[src/rtl/led_ctrl_pkg.sv]
// Shared types and default sizing for the
// memory port scheduler and its picker.
package led_ctrl_pkg;

  localparam int DEF_ADDRESS_WIDTH = 14;
  localparam int DEF_DATA_WIDTH    = 16;
  localparam int DEF_PERIPHERALS   = 2;
  localparam int DEF_BURST_MAX     = 8;
  localparam int DEF_READ_LATENCY  = 2;

  typedef enum logic {
    ST_IDLE  = 1'b0,
    ST_GRANT = 1'b1
  } sched_state_e;

  function automatic int idx_width(input int n);
    return (n > 1) ? $clog2(n) : 1;
  endfunction

endpackage

[src/rtl/rr_priority_picker.sv]
// Round-robin search: first set request at or
// after the pointer, scanning upward with wrap.
module rr_priority_picker
  import led_ctrl_pkg::*;
#(
  parameter int N = DEF_PERIPHERALS,
  localparam int PW = idx_width(N)
) (
  input  logic [N-1:0]  req_i,
  input  logic [PW-1:0] ptr_i,
  output logic [N-1:0]  pick_o,
  output logic [PW-1:0] idx_o,
  output logic          valid_o
);

  logic [PW-1:0] j;

  // Scan N positions from ptr_i; keep the first hit.
  always_comb begin
    pick_o  = '0;
    idx_o   = '0;
    valid_o = 1'b0;
    j       = '0;
    for (int k = 0; k < N; k++) begin
      j = PW'((int'(ptr_i) + k) % N);
      if (!valid_o && req_i[j]) begin
        pick_o[j] = 1'b1;
        idx_o     = j;
        valid_o   = 1'b1;
      end
    end
  end

endmodule

[src/rtl/mem_port_scheduler.sv]
// Round-robin burst arbiter in front of a single
// memory port, with in-order read-return tracking.
module mem_port_scheduler
  import led_ctrl_pkg::*;
#(
  parameter int ADDRESS_WIDTH = DEF_ADDRESS_WIDTH,
  parameter int DATA_WIDTH    = DEF_DATA_WIDTH,
  parameter int PERIPHERALS   = DEF_PERIPHERALS,
  parameter int BURST_MAX     = DEF_BURST_MAX,
  parameter int READ_LATENCY  = DEF_READ_LATENCY
) (
  input  logic                               clk,
  input  logic                               reset,
  input  logic [PERIPHERALS-1:0]             req,
  input  logic [PERIPHERALS-1:0]             wr,
  input  logic [ADDRESS_WIDTH*PERIPHERALS-1:0] address,
  input  logic [DATA_WIDTH*PERIPHERALS-1:0]  data_in,
  output logic [PERIPHERALS-1:0]             gnt,
  output logic                               mem_en,
  output logic                               mem_wr,
  output logic [ADDRESS_WIDTH-1:0]           mem_addr,
  output logic [DATA_WIDTH-1:0]              mem_wdata,
  input  logic [DATA_WIDTH-1:0]              mem_rdata,
  output logic [DATA_WIDTH-1:0]              data_out,
  output logic [PERIPHERALS-1:0]             data_out_ready
);

  localparam int PW = idx_width(PERIPHERALS);
  localparam int CW = idx_width(BURST_MAX);

  sched_state_e           state_q;
  logic [PERIPHERALS-1:0] gnt_q;
  logic [PW-1:0]          gidx_q;
  logic [PW-1:0]          ptr_q;
  logic [CW-1:0]          cnt_q;

  logic [PW-1:0]          nxt_ptr;
  logic [PW-1:0]          sel_ptr;
  logic [PERIPHERALS-1:0] pick;
  logic [PW-1:0]          pick_idx;
  logic                   pick_vld;
  logic                   in_grant;
  logic                   accept;
  logic                   beat_wr;
  logic                   last_beat;
  logic                   rel;

  assign in_grant  = (state_q == ST_GRANT);
  assign accept    = in_grant && req[gidx_q];
  assign beat_wr   = wr[gidx_q];
  assign last_beat = accept && (cnt_q == CW'(BURST_MAX - 1));
  assign rel       = in_grant && (!req[gidx_q] || last_beat);
  assign nxt_ptr   = (gidx_q == PW'(PERIPHERALS - 1)) ? '0
                   : gidx_q + 1'b1;
  // On release the search starts just past the grantee,
  // which leaves the grantee itself as lowest priority.
  assign sel_ptr   = in_grant ? nxt_ptr : ptr_q;

  rr_priority_picker #(
    .N(PERIPHERALS)
  ) u_pick (
    .req_i  (req),
    .ptr_i  (sel_ptr),
    .pick_o (pick),
    .idx_o  (pick_idx),
    .valid_o(pick_vld)
  );

  // Grant FSM: pick, count beats, hand over without a bubble.
  always_ff @(posedge clk) begin
    if (reset) begin
      state_q <= ST_IDLE;
      gnt_q   <= '0;
      gidx_q  <= '0;
      ptr_q   <= '0;
      cnt_q   <= '0;
    end else begin
      unique case (state_q)
        ST_IDLE: begin
          if (pick_vld) begin
            state_q <= ST_GRANT;
            gnt_q   <= pick;
            gidx_q  <= pick_idx;
            cnt_q   <= '0;
          end
        end
        ST_GRANT: begin
          if (rel) begin
            ptr_q <= nxt_ptr;
            cnt_q <= '0;
            if (pick_vld) begin
              gnt_q  <= pick;
              gidx_q <= pick_idx;
            end else begin
              state_q <= ST_IDLE;
              gnt_q   <= '0;
            end
          end else if (accept) begin
            cnt_q <= cnt_q + 1'b1;
          end
        end
        default: state_q <= ST_IDLE;
      endcase
    end
  end

  logic                    mem_en_q;
  logic                    mem_wr_q;
  logic [ADDRESS_WIDTH-1:0] mem_addr_q;
  logic [DATA_WIDTH-1:0]   mem_wdata_q;

  // Register the accepted beat onto the memory port.
  always_ff @(posedge clk) begin
    if (reset) begin
      mem_en_q    <= 1'b0;
      mem_wr_q    <= 1'b0;
      mem_addr_q  <= '0;
      mem_wdata_q <= '0;
    end else begin
      mem_en_q <= accept;
      mem_wr_q <= accept && beat_wr;
      if (accept) begin
        mem_addr_q  <= address[gidx_q*ADDRESS_WIDTH +: ADDRESS_WIDTH];
        mem_wdata_q <= data_in[gidx_q*DATA_WIDTH +: DATA_WIDTH];
      end
    end
  end

  logic [READ_LATENCY-1:0]         rv_q;
  logic [READ_LATENCY-1:0][PW-1:0] rid_q;
  logic [PERIPHERALS-1:0]          rdy_q;

  // Carry read owner IDs until the memory answers.
  always_ff @(posedge clk) begin
    if (reset) begin
      rv_q  <= '0;
      rid_q <= '0;
      rdy_q <= '0;
    end else begin
      rv_q[0]  <= accept && !beat_wr;
      rid_q[0] <= gidx_q;
      for (int k = 1; k < READ_LATENCY; k++) begin
        rv_q[k]  <= rv_q[k-1];
        rid_q[k] <= rid_q[k-1];
      end
      rdy_q <= rv_q[READ_LATENCY-1]
             ? (PERIPHERALS'(1) << rid_q[READ_LATENCY-1])
             : '0;
    end
  end

  assign gnt            = gnt_q;
  assign mem_en         = mem_en_q;
  assign mem_wr         = mem_wr_q;
  assign mem_addr       = mem_addr_q;
  assign mem_wdata      = mem_wdata_q;
  assign data_out_ready = rdy_q;
  assign data_out       = (|rdy_q) ? mem_rdata : '0;

endmodule

[config.mk]
export PLATFORM = sky130hd
export DESIGN_NAME = mem_port_scheduler
export DESIGN_NICKNAME = d
export VERILOG_FILES = /design/src/rtl/led_ctrl_pkg.sv /design/src/rtl/rr_priority_picker.sv /design/src/rtl/mem_port_scheduler.sv
export SDC_FILE = /design/constraint.sdc
export NUM_CORES = 1
export LEC_CHECK = 0
export BUFFER_PORTS_ARGS = -buffer_cell sky130_fd_sc_hd__buf_4
export CAP_MARGIN = 20
export CORE_MARGIN = 2
export CORE_UTILIZATION = 30
export CTS_BUF_LIST = sky130_fd_sc_hd__clkbuf_4
export DETAILED_ROUTE_END_ITERATION = 16
export PLACE_DENSITY = 0.67
export SLEW_MARGIN = 20
export SYNTH_ARGS = -nofsm -noshare
export SYNTH_HDL_FRONTEND = slang
export SYNTH_SLANG_ARGS = --single-unit
[constraint.sdc]
create_clock -name clk -period 1.85 [get_ports clk]
set_input_delay 0.0925 -clock clk [delete_from_list [all_inputs] [get_ports clk]]
set_output_delay 0.0925 -clock clk [all_outputs]
set_load 0.005 [all_outputs]
Word-level counts from Yosys, hierarchy flattened --
Cells that the tools add are included.
Storage, ports and cells: bits of input ports 82, register bits after elaboration 46, output and inout port bits 52, word-level logic and storage cells 84
Cells by class: multiplexer cells 35, $add $sub $neg 3, shift-type cells 3, $lt $le $gt $ge 5, reductions and logical operators 17, bitwise logic cells 3, $mul 1, equal/unequal tests 4
Operators with widths (count):
- $shiftx A32 B6 Y16 | 1
- $shiftx A28 B6 Y14 | 1
- $mux W1 | 20
- $mux W16 | 1
- $mux W2 | 5
- $mux W3 | 3
- $logic_and A1 B1 Y1 | 8
- $lt A1 B2 Y1 const B | 3
- $pmux W3 S2 | 1
- $reduce_and A2 Y1 | 3
- $mul A1 B3 Y4 const B | 1
- $pmux W1 S2 | 2
- $pmux W2 S2 | 1
- $reduce_or A2 Y1 | 2
- $add A3 B1 Y3 const B | 1
- $eq A3 B3 Y1 const B | 1
- $logic_not A1 Y1 | 3
- $ne A3 B1 Y1 const B | 1
- $add A1 B1 Y1 const B | 2
- $demux W1 S1 | 2
- $ge A1 B1 Y1 const B | 2
- $ne A2 B1 Y1 const B | 1
- $ne A2 B2 Y1 const B | 1
- $not A1 Y1 | 2
- other kinds (3) | 3

Logic depth before layout (Yosys ltp) --
Gate-level depths: netlist of run 1.
depth after elaboration 13, depth in mapped cells 6

Cells and area by module --
Synthesis of run 1 repeated with hierarchy kept, for this count alone.
Second synthesis, totals: cell total of the unflattened synthesis 222, area total of the unflattened synthesis 2328.5 um2
Modules (own cells, without submodules):
- mem_port_scheduler | cells each 217, area an instance 2296.0 um2, instances 1, sequential area each 920.9 um2
- rr_priority_picker | cells each 5, area an instance 32.5 um2, instances 1, sequential area each 0.0 um2

Worst setup path before layout of run 1 --
OpenSTA, ideal clock, no wires.
kind reg-to-reg, start register cnt_q[0], end register gidx_q, clock period less this slack 1.445 ns, path buffers 0, arrival time 1.311 ns, required time 1.716 ns, cell stages (with the launch flop) 7, slack 0.405 ns, path through dfxtp_1 > ha_1 > ha_1 > nand2b_1 > or2_2 > a21oi_1 > a211oi_1
Between the ends: cells in the longest elaborated chain, start to end 5
Ends and longest elaborated chain:
- from (decl) | line mem_port_scheduler.sv:35 | logic [CW-1:0] cnt_q;
- from (signal assigned) | line mem_port_scheduler.sv:99 | cnt_q <= cnt_q + 1'b1;
- $eq A3 B3 Y1 | line mem_port_scheduler.sv:51 | assign last_beat = accept && (cnt_q == CW'(BURST_MAX - 1));
- $logic_and A1 B1 Y1 | line mem_port_scheduler.sv:51
- $logic_or A1 B1 Y1 | line mem_port_scheduler.sv:52 | assign rel = in_grant && (!req[gidx_q] || last_beat);
- $logic_and A1 B1 Y1 | line mem_port_scheduler.sv:52
- $ne A2 B1 Y1 (no line)
- to (signal assigned) | line mem_port_scheduler.sv:83 | gidx_q <= pick_idx;
- to (signal assigned) | line mem_port_scheduler.sv:93 | gidx_q <= pick_idx;
- to (decl) | line mem_port_scheduler.sv:33 | logic [PW-1:0] gidx_q;
No other way between the ends. A chain may end at the register's enable or synchronous reset.

Final worst setup path of run 1 --
Same ends and word-level chain as after synthesis.

==> qor.yml, run 1 <==
synth:
  ys_types: 29
  syn_nets: 302
  synth_mux_area_share_pct: 15.2
  seq_area_frac_synth_pct: 45.1
  synth.most_common_cell: "dfxtp_1"
  netlist_area_sq_um: 2040
  synth_xor_area_share_pct: 0
  yosysTopAreaCell: "dfxtp_1"
  synth-simple-area-share_pct: 16.5
  synth_fa_ha_area_share_pct: 1.71
  synth_common_cells: "dfxtp_1 (46), nor2_1 (37), a211oi_1 (32), mux2i_1 (31), nor2b_1 (20)"
  synth_top_area_share_pct: 45.1
  ys.flop_type: "dfxtp_1"
  synth_compound_area_share_pct: 16.8
  synth.top_cells.by_area: "dfxtp_1 (45%), mux2i_1 (15%), a211oi_1 (12%), nor2_1 (6.8%), nor2b_1 (6.1%)"
  syn_inst: 218
  synth_top_family_by_area: "compound AO/OA/AOI/OAI gates"
  synth_area_per_cell_sq_um: 9.37
  synth-seq-cells: 46
  synth_edf_count: 0
  ys_async_sr_fraction_pct: 0
  yosys_warnings: 0
sta:
  period_share_pct: 83.9
  setup-violations-final: 0
  post-route-min-period_ns: 1.55
  hold_viol_final: 0
  hold_ws_ns: 0.0468
  fin_skew_ns: 0.00232
  rsz0062_at_grt: "no"
  worst_slew_margin_rel_pct: 67.6
  max_freq_mhz: 645
  timing.setup.tns_ns: 0
  worst_pin_slew_ns: 0.473
  slew_viol_final: 0
grt:
  grt_pass1_wl_mm: 8.05
  first_global_vias: 1876
  grt_max_degree: 59
  antenna_found_initial: 0
  track_usage_pct: 13.4
  grt_overflow_total: 0
detailed_routing:
  first_pass_iters: 4
  detailroute.via_count: 2028
  routed_wl_mm: 5.27
  viasPerCell: 4.75
  wl_per_cell_microns: 12.3
  drt_iter0_drc: 36
  antenna_left: 0
  drc: 0
clock_tree:
  cts_made_buffers: 5
  ctsResizeCount: 0
  insertion_delay_ns: 0.35
  clockBufferDepth: 2
  cts.clk_slew.worst_paths_ns: 0.12
  htreeDepth: 2
  clock_sinks: 46
  cts_tree: "done"
  root_buffer: "clkbuf_4"
setup_path:
  crit_top_cell: "ha_1"
  setup.worst_path.end_class: "flop"
  cp.arrival_ns: 1.78
  worst_path_largest_cell_delay_ns: 0.35
  start_kind: "flop"
  worstPathMaxFanout: 6
  worstPathRequired_ns: 2.08
  worstPathCellList: "ha_1, ha_1, nand2b_1, or2_2, a21oi_1, a211oi_1"
  regToRegStartpoint: "cnt_q[0]"
  reg2reg_to: "gidx_q"
  critPathKind: "reg2reg"
  cp_slowest_cell: "dfxtp_1"
  rrSetupSlack_ns: 0.30
  r2r_cells: 6
job:
  drv_cap: 0
placed_design:
  io_buffers: 133
  place_congestion: 0.726
  hpwl_mm: 3.97
die:
  rows: 30
  ios: 134
  coreArea_sq_um: 6680
  initial_core_util_pct: 30.6
  die_h_microns: 86.5
  die_w_microns: 86.5
  dieArea_sq_um: 7490
finish:
  n_antenna_cell: 0
  area_delta_synth_final_pct: 54.9
  drive_gt1_share_pct: 41.8
  nets: 430
min_path:
  hold_end: "rv_q[0]"
  holdPathStages: 3
  min_from: "wr[1]"
  hold_path.class: "in2reg"
pwr:
  powerDensity_nw_per_um2: 626
  vdd_drop_max_v: 0.000220
  p_leak_nw: 1.39
run_status:
  outcome: "complete, no violations"
==> layout make-up <==
| class | instances | area (sq um) |
|---|---|---|
| Clock buffer | 5 | 37.5 |
| Clock inverter | 3 | 11.3 |
| Fill cell | 667 | 3520 |
| Inverter | 3 | 11.3 |
| Multi-Input combinational cell | 152 | 1030 |
| Sequential cell | 46 | 922 |
| Tap cell | 80 | 100 |
| Timing Repair Buffer | 138 | 1050 |
==> through the flow <==
stage / util, % / std cells / worst slack (ns) / instance area (sq um) / total power, mW
floorplan: - / 218 / 0.405 / 2040 / 1.31
global placement: 46.5 / 418 / 0.349 / 3110 / 1.56
detailed placement: 46.5 / 418 / 0.304 / 3110 / 1.57
CTS: 47.4 / 427 / 0.288 / 3160 / 2.01
global route: 47.4 / 427 / 0.161 / 3160 / 2.10
finish: 47.4 / 427 / 0.298 / 3160 / 1.98
==> layer usage <==
| metal | share of wire [%] | vias to the layer above | GRT usage [%] |
|---|---|---|---|
| li1 | - | 1033 | - |
| met1 | 38 | 885 | 14.0 |
| met2 | 50 | 100 | 24.6 |
| met3 | 11 | 10 | 4.19 |
| met4 | 2.1 | 0 | 5.97 |
| met5 | 0 | - | 0 |
==> how the worst max path moves through the flow <==
stage / start / endpoint / slack (ns)
floorplan: cnt_q[0] / gidx_q / 0.40
global placement: cnt_q[0] / gidx_q / 0.35
detailed placement: cnt_q[0] / gidx_q / 0.30
CTS: cnt_q[0] / gidx_q / 0.29
global route: cnt_q[0] / gnt[0] / 0.16
finish: cnt_q[0] / gidx_q / 0.30
==> sequential cells by signal, summed over array words and instances (netlist names) <==
| signal | count |
|---|---|
| mem_wr | 1 |
| rv_q | 2 |
| cnt_q | 3 |
| ptr_q | 1 |
| data_out_ready | 2 |
| rid_q | 2 |
| mem_addr | 14 |
| mem_en | 1 |
| mem_wdata | 16 |
| gidx_q | 1 |
| in_grant | 1 |
| gnt | 2 |
==> critical path, delay by kind of cell (launching register included) <==
kind	cells	cell delay (ns)
and+or+nand+nor	2	0.44
adders and majority gates	2	0.44
DFF	1	0.35
AOI/OAI and AO/OA	2	0.20
==> timing repair <==
item	4_1_cts	5_1_grt
setup endpoints to repair	0	0
hold endpoints to repair	1	0
setup buffers	0	0
hold buffers	1	0
==> where the power goes <==
| group | switching (mW) | internal [mW] |
|---|---|---|
| clock | 0.305 | 0.136 |
| combinational | 0.181 | 0.271 |
| sequential | 0.0344 | 1.05 |
==> cell usage in the layout, fill, tap and decap left out, drive strengths merged, types with 3 or more instances in the layout <==
cell type and instances:
clkbuf 5, clkinv 3, buf 137, a21oi 7
a211oi 32, inv 3, nand2b 3, nor2 38
dfxtp 46, mux2i 31, o21ai 4, nor2b 20
==> logic make-up (layout without fill, tap and decap cells) <==
kind of cell / after synthesis / count (layout)
buf+inv: 20 / 149
simple gates: 69 / 69
flops: 46 / 46
fa+ha+maj: 3 / 3
compound gates: 49 / 49
mux: 31 / 31
(Power assumes the default switching activity.)
==> run 2, diff against run 1 <==
==> constraint.sdc (replaced) <==
create_clock -name clk -period 1.5 [get_ports clk]
set_input_delay 0.075 -clock clk [delete_from_list [all_inputs] [get_ports clk]]
set_output_delay 0.075 -clock clk [all_outputs]
set_load 0.005 [all_outputs]
==> run 2 against run 1 <==
Via count decreased by 0.89%. Sequential power increased by 23%. First-iteration DRC count decreased by 25%. Routed wire length decreased by 0.82%. Maximum frequency increased by 9.5%. Cell count increased by 0.47%. Sequential share of layout area decreased by 0.80 points. Clock skew increased by 0.0087 ns. Critical path depth unchanged. Largest cell class unchanged. Highest routed layer unchanged.
==> qor.yml, run 2 (synthesis results as in run 1) <==
setup_path:
  reg2reg_to: "gidx_q"
  cp.arrival_ns: 1.64
  worstPathMaxFanout: 6
  start_kind: "flop"
  regToRegStartpoint: "cnt_q[0]"
  startpoint: "cnt_q[0]"
  cp-endpoint: "gidx_q"
  worstPathRequired_ns: 1.73
  critPathKind: "reg2reg"
  setup.worst_path.end_class: "flop"
  rrSetupSlack_ns: 0.08
  r2r_cells: 6
placed_design:
  pre_cts_ws_ns: -0.0179
  place_congestion: 0.848
  dpl-instance-area_sq_um: 3140
  io_buffers: 133
  hpwl_mm: 3.96
sta:
  slew_viol_final: 0
  hold_viol_final: 0
  setup_ws_ns: 0.0836
  max_freq_mhz: 706
  fin_skew_ns: 0.0110
  setup-violations-final: 0
  worst_pin_slew_ns: 0.474
  worst_slew_margin_rel_pct: 68.1
  post-route-min-period_ns: 1.42
  period_share_pct: 94.4
detailed_routing:
  viasPerCell: 4.69
  drc: 0
  antenna_left: 0
  first_pass_iters: 4
  routed_wl_mm: 5.22
  wl_per_cell_microns: 12.2
  detailroute.via_count: 2010
  drt_iter0_drc: 27
finish:
  nets: 433
  mostFrequentLayoutCell: "buf_4"
  most-common-layout-cells: "buf_4 (138), dfxtp_1 (42), nor2_1 (35)"
  design_area_sq_um: 3270
  filler_cell_count: 636
  largest_reg_flops: 16
  area_delta_synth_final_pct: 59.9
  n_antenna_cell: 0
  drive_gt1_share_pct: 45.6
die:
  coreArea_sq_um: 6680
  initial_core_util_pct: 30.6
  rows: 30
  die_h_microns: 86.5
  die_w_microns: 86.5
  ios: 134
  dieArea_sq_um: 7490
grt:
  grt_max_degree: 53
  grt_overflow_total: 0
  antenna_found_initial: 0
  first_global_vias: 1784
  grt_pass1_wl_mm: 7.94
  track_usage_pct: 13.3
pwr:
  total_power_mw: 2.63
  vdd_drop_max_v: 0.000309
  powerDensity_nw_per_um2: 804
  p_leak_nw: 1.42
clock_tree:
  clock_sinks: 46
  insertion_delay_ns: 0.35
  cts.clk_slew.worst_paths_ns: 0.13
  root_buffer: "clkbuf_4"
  cts_tree: "done"
  cts_made_buffers: 5
  clockBufferDepth: 2
  htreeDepth: 2
job:
  drv_cap: 0
run_status:
  outcome: "complete, no violations"
min_path:
  min_from: "wr[1]"
  hold_path.class: "in2reg"
[run 2: how the worst min path moves through the flow]
stage | endpoint | slack (ns) | cells past startpoint
2_1_floorplan | gidx_q | 0.17 | 1
3_3_place_gp | gidx_q | 0.30 | 2
3_5_place_dp | gidx_q | 0.29 | 2
4_1_cts | rv_q[0] | 0.01 | 3
5_1_grt | rv_q[0] | 0.01 | 3
6_report | rv_q[0] | 0.04 | 3
[run 2: report_power, final]
| group | switching, mW | internal, mW |
|---|---|---|
| registers | 0.0429 | 1.30 |
| clock network | 0.370 | 0.338 |
| logic | 0.229 | 0.348 |
[run 2: timing repair]
action	CTS	global route
pin swaps	0	0
gates resized for setup	2	10
hold buffers	1	0
buffers inserted	0	0
endpoints found under the hold margin	1	0
setup endpoints to repair	11	35
[run 2: cell type report]
| type | instances | area (sq um) | share of cell area (%) |
|---|---|---|---|
| clock buffer | 5 | 37.5 | 1.15 |
| timing repair buffer | 141 | 1090 | 33.2 |
| sequential | 46 | 926 | 28.3 |
| tap | 80 | 100 | 3.06 |
| clock inverter | 2 | 33.8 | 1.03 |
| inverter | 3 | 11.3 | 0.345 |
| multi-input combinational | 152 | 1070 | 32.8 |
[run 2: through the flow]
stage	std cells	hold slack, ns	TNS [ns]	util (%)
final	429	0.0352	0	48.9
after global routing	429	0.0109	-0.0156	48.9
after CTS	429	0.0113	0	48.3
after detailed placement	421	0.295	-0.0179	47.0
after global placement	421	0.296	0	47.0
after floorplan	218	0.172	0	-
[run 2: worst max-delay path: stages, from the launching register on]
cell and delay [ns]:
dfxtp_2 0.34, ha_2 0.19, ha_4 0.17, nand2b_4 0.13, or2_2 0.27, a21oi_2 0.13, a211oi_1 0.05
[run 2: per-layer routing]
layer | GRT usage (%) | up-vias | part of all wire (%)
met5 | 0 | - | 0
met4 | 4.26 | 0 | 1.3
met3 | 4.67 | 5 | 10
met2 | 23.9 | 93 | 49
met1 | 14.4 | 878 | 40
li1 | - | 1034 | -
